### config.mk
export PLATFORM = sky130hd
export DESIGN_NAME = cnt_down_timer
export DESIGN_NICKNAME = d
export VERILOG_FILES = /design/src/rtl/cnt_pkg.sv /design/src/rtl/cnt_down_timer.sv
export SDC_FILE = /design/constraint.sdc
export NUM_CORES = 1
export LEC_CHECK = 0
export ABC_AREA = 1
export BUFFER_PORTS_ARGS = -buffer_cell sky130_fd_sc_hd__clkbuf_2
export CORE_MARGIN = 2
export CORE_UTILIZATION = 50
export CTS_CLUSTER_SIZE = 10
export DETAILED_ROUTE_END_ITERATION = 16
export PLACE_DENSITY = 0.76
export SETUP_SLACK_MARGIN = 0.3
export SLEW_MARGIN = 20
export SYNTH_ARGS = -nofsm -noshare
export SYNTH_HDL_FRONTEND = slang
export SYNTH_SLANG_ARGS = --single-unit
### constraint.sdc
create_clock -name clk -period 1.4 [get_ports clk]
set_clock_uncertainty 0.1 [all_clocks]
set_input_delay 0.28 -clock clk [delete_from_list [all_inputs] [get_ports clk]]
set_output_delay 0.28 -clock clk [all_outputs]
set_load 0.05 [all_outputs]
### src/rtl/cnt_pkg.sv
// rtl/cnt_pkg.sv - shared constants for the down-counter/timer
//
// Purpose: state encoding, mode encoding and default width shared by
// cnt_down_timer and its bench.
package cnt_pkg;

  localparam int CNT_WIDTH_DEFAULT = 4;

  typedef enum logic {
    ST_IDLE = 1'b0,
    ST_RUN  = 1'b1
  } state_t;

  localparam logic MODE_ONESHOT = 1'b0;
  localparam logic MODE_RELOAD  = 1'b1;

endpackage : cnt_pkg

### src/rtl/cnt_down_timer.sv
// rtl/cnt_down_timer.sv - programmable down-counter/timer, one-shot or auto-reload
//
// Purpose: loads a start value, decrements on enabled cycles while running,
// and pulses tc for one cycle on each terminal event.
// Ports:
//   clk      - system clock, rising edge
//   rst      - asynchronous active-high reset
//   load     - capture load_val into cnt and the reload register
//   load_val - value captured on load
//   start    - IDLE -> RUN request
//   stop     - RUN -> IDLE request, cnt holds
//   en       - count enable, pauses when low
//   mode     - 0 one-shot, 1 auto-reload
//   cnt      - current count (registered)
//   busy     - high while running (decoded from state register)
//   tc       - terminal-count pulse (registered)
module cnt_down_timer
  import cnt_pkg::*;
#(
  parameter int WIDTH = CNT_WIDTH_DEFAULT
) (
  input  logic             clk,
  input  logic             rst,
  input  logic             load,
  input  logic [WIDTH-1:0] load_val,
  input  logic             start,
  input  logic             stop,
  input  logic             en,
  input  logic             mode,
  output logic [WIDTH-1:0] cnt,
  output logic             busy,
  output logic             tc
);

  localparam logic [WIDTH-1:0] ONE  = WIDTH'(1);
  localparam logic [WIDTH-1:0] ZERO = '0;

  state_t           state, state_next;
  logic [WIDTH-1:0] reload, reload_next;
  logic [WIDTH-1:0] cnt_next;
  logic             tc_next;

  // State and datapath registers
  always_ff @(posedge clk or posedge rst) begin
    if (rst) begin
      state  <= ST_IDLE;
      cnt    <= ZERO;
      reload <= ZERO;
      tc     <= 1'b0;
    end else begin
      state  <= state_next;
      cnt    <= cnt_next;
      reload <= reload_next;
      tc     <= tc_next;
    end
  end

  // Next-state and datapath update, in edge priority order:
  // load, then stop, then start, then counting.
  always_comb begin
    state_next  = state;
    cnt_next    = cnt;
    reload_next = reload;
    tc_next     = 1'b0;

    if (load) begin
      cnt_next    = load_val;
      reload_next = load_val;
    end

    if (stop) begin
      state_next = ST_IDLE;
    end else if (start && state == ST_IDLE) begin
      state_next = ST_RUN;
    end else if (state == ST_RUN && en && !load) begin
      if (cnt > ONE) begin
        cnt_next = cnt - ONE;
      end else if (cnt == ONE) begin
        cnt_next = ZERO;
        tc_next  = 1'b1;
        if (mode == MODE_ONESHOT) state_next = ST_IDLE;
      end else if (mode == MODE_RELOAD) begin
        // The 0 cycle is the extra step that makes the period N+1; a zero
        // reload value keeps tc asserted every cycle.
        cnt_next = reload;
        tc_next  = (reload == ZERO);
      end else begin
        // One-shot started at 0: terminate on the first enabled edge.
        tc_next    = 1'b1;
        state_next = ST_IDLE;
      end
    end
  end

  // Output decode
  always_comb begin
    busy = (state == ST_RUN);
  end

endmodule : cnt_down_timer

==> impl_metrics.ini <==
[job]
maxCapViolCount = 0

[worst_setup_path]
cp.arrival_ns = 1.44
worst-path-stages = 6
worst-path-max-fanout = 8
crit_path_end_kind = register
crit_path_start_kind = register
critPathMaxStageDelay_ns = 0.45
crit_buf_inv = 2
path_class = reg -> reg
cpMaxStageDelayCell = dfrtp_2
critical-path-top-delay-family = flip-flops
path_cells = inv_4, ha_4, nand4_2, nand2_2, inv_2, o21ai_2
worstPathRequired_ns = 1.49
reg2reg_depth = 6

[pwr]
ir_drop_v = 0.0006153
power.leakage_nw = 0.4847
power.density_nw_per_um2 = 1024

[sta]
timing_worst_slew_pin_value_ns = 0.4132
post-route-min-period_ns = 1.354
setup-violations-final = 0
fin_setup_tns_ns = 0
rsz0062_at_grt = true
slew_headroom = 0.7242
final_hold_viol_count = 0
fmax_mhz = 738.4
report.final.slew_viol_count = 0
post-route-period-util = 0.9673

[clock_tree]
cts_tree = yes
path_clk_slew_ns = 0.07
clk_latency_ns = 0.27
numCtsBuffers = 3
cts_root_buffer = clkbuf_4
htree_levels = 1
clock_path_buffers = 2
cts.sinks = 10

[die]
die_h_microns = 40.39
boundaryPins = 17
dieWidth_microns = 40.39
floorplan.rows = 13
initial_utilization = 0.5217
die-area_sq_um = 1631
core_sq_um = 1269

[place]
post-dp-hpwl_microns = 1123
gp_congestion = 0.8284
io_buffers = 16

[routing]
drt_iter0_markers = 11
wirelength_microns = 1665
drt_pass1_iterations = 4
vias = 671
ant_nets = 0
drc = 0
wl_per_cell_microns = 12.91
avgViaCountPerCell = 5.202

[global_route]
antenna_found_initial = 0
grt_pass1_vias = 583
grt_max_degree = 13
grt_first_pass_wirelength_microns = 2497
grt.overflow.total = 0
track_usage = 0.2417

[logic_synthesis]
yosysUniqueCellTypes = 18
seq_area_frac_synth = 0.3781
yosys_warnings = 0
syn_area_sq_um = 661.9
syn_inst = 90
ys_seq_elements = 10
syn_avg_cell_area_sq_um = 7.354
synth_nets = 103

[layout]
drive_gt1_frac = 0.4211
final_util = 0.7396
areaGrowthSynthToFinish_pct = 41.78
num_antenna_cells = 0
nets = 128

[status]
status = complete, no violations

[worst_hold_path]
min_path_cells = 2
hp-class = in -> reg
==> timing repair <==
item                                    4_1_cts  5_1_grt
endpoints found under the setup margin       12       12
buffers inserted                              2        2
gates resized for setup                      18        7
hold buffers                                  1        0
endpoints found under the hold margin        10        0
pin swaps                                     8        5
==> registers in the layout (all words and copies together) (netlist names) <==
signal,flops
tc,1
cnt,4
reload,4
busy,1
==> synthesized netlist by cell type, drive strengths merged <==
cell type | instances | area share
nand2 | 25 | 0.15
inv | 19 | 0.11
dfrtp | 10 | 0.38
o21ai | 9 | 0.091
nor2 | 7 | 0.062
nand4 | 6 | 0.066
nand3 | 4 | 0.030
o21a | 3 | 0.034
buf | 2 | 0.025
ha | 2 | 0.038
nor3 | 2 | 0.015
a21oi | 1 | 0.0076
==> where the power goes <==
part	total (mW)	switching [mW]	internal [mW]
Sequential	0.349	0.0326	0.317
Combinational	0.345	0.202	0.143
Clock	0.267	0.109	0.158
Total	0.961	0.343	0.618
==> layout make-up <==
type                            count  area [sq um]
Inverter                           19         76.32
Multi-Input combinational cell     59         366.6
Sequential cell                    10         255.2
Clock buffer                        4         36.28
Timing Repair Buffer               22         185.2
Fill cell                          87         330.3
Tap cell                           15         18.77
==> through the flow <==
| step | power (mW) | std cells | setup slack, ns | cell area (sq um) | hold slack, ns |
|---|---|---|---|---|---|
| 5_1_grt | 1.007 | 129 | 0.005860 | 938.4 | 0.1327 |
| 3_5_place_dp | 0.6233 | 120 | 0.02492 | 777.0 | 0.1596 |
| 2_1_floorplan | 0.5583 | 90 | -0.07593 | 686.9 | 0.02004 |
| 4_1_cts | 0.9314 | 127 | 0.1024 | 910.9 | 0.1210 |
| 6_report | 0.9612 | 129 | 0.04579 | 938.4 | 0.1253 |
| 3_3_place_gp | 0.6174 | 120 | 0.04686 | 777.0 | 0.1583 |
==> metal layers <==
layer  vias to the layer above  share of wire  global-route usage
met5                         -              0                   0
met4                         0          0.011              0.1000
met3                         4          0.044             0.05000
met2                        24           0.51              0.4127
met1                       311           0.43              0.2901
li1                        332              -                   -
==> placed cells by master (no fill, tap or decap), drive strengths merged <==
cell and count:
dfrtp 10, nor3 2, nand3 4, clkbuf 16
o21ai 9, nand4 6, o21a 3, ha 2
nor2 7, buf 9, nand2 25, dlygate4sd3 1
inv 19, a21oi 1
==> worst paths after layout <==
check                           startpoint   endpoint  slack [ns]
worst max-delay path                cnt[0]     cnt[1]        0.05
worst min-delay path                  stop       busy        0.13
worst max register to register      cnt[0]     cnt[1]        0.05
worst min register to register   reload[2]  reload[2]        0.45
max in group asynchronous              rst     cnt[0]        0.46
min in group asynchronous              rst  reload[1]        0.42
==> kinds of logic after synthesis <==
group / after synthesis / share of synthesized area
AOI/OAI and AO/OA: 13 / 0.1323
adders and majority gates: 2 / 0.03780
buffers and inverters: 21 / 0.1323
DFF: 10 / 0.3781
and+or+nand+nor: 44 / 0.3195
Note: power is estimated with default switching activity, not from simulation.
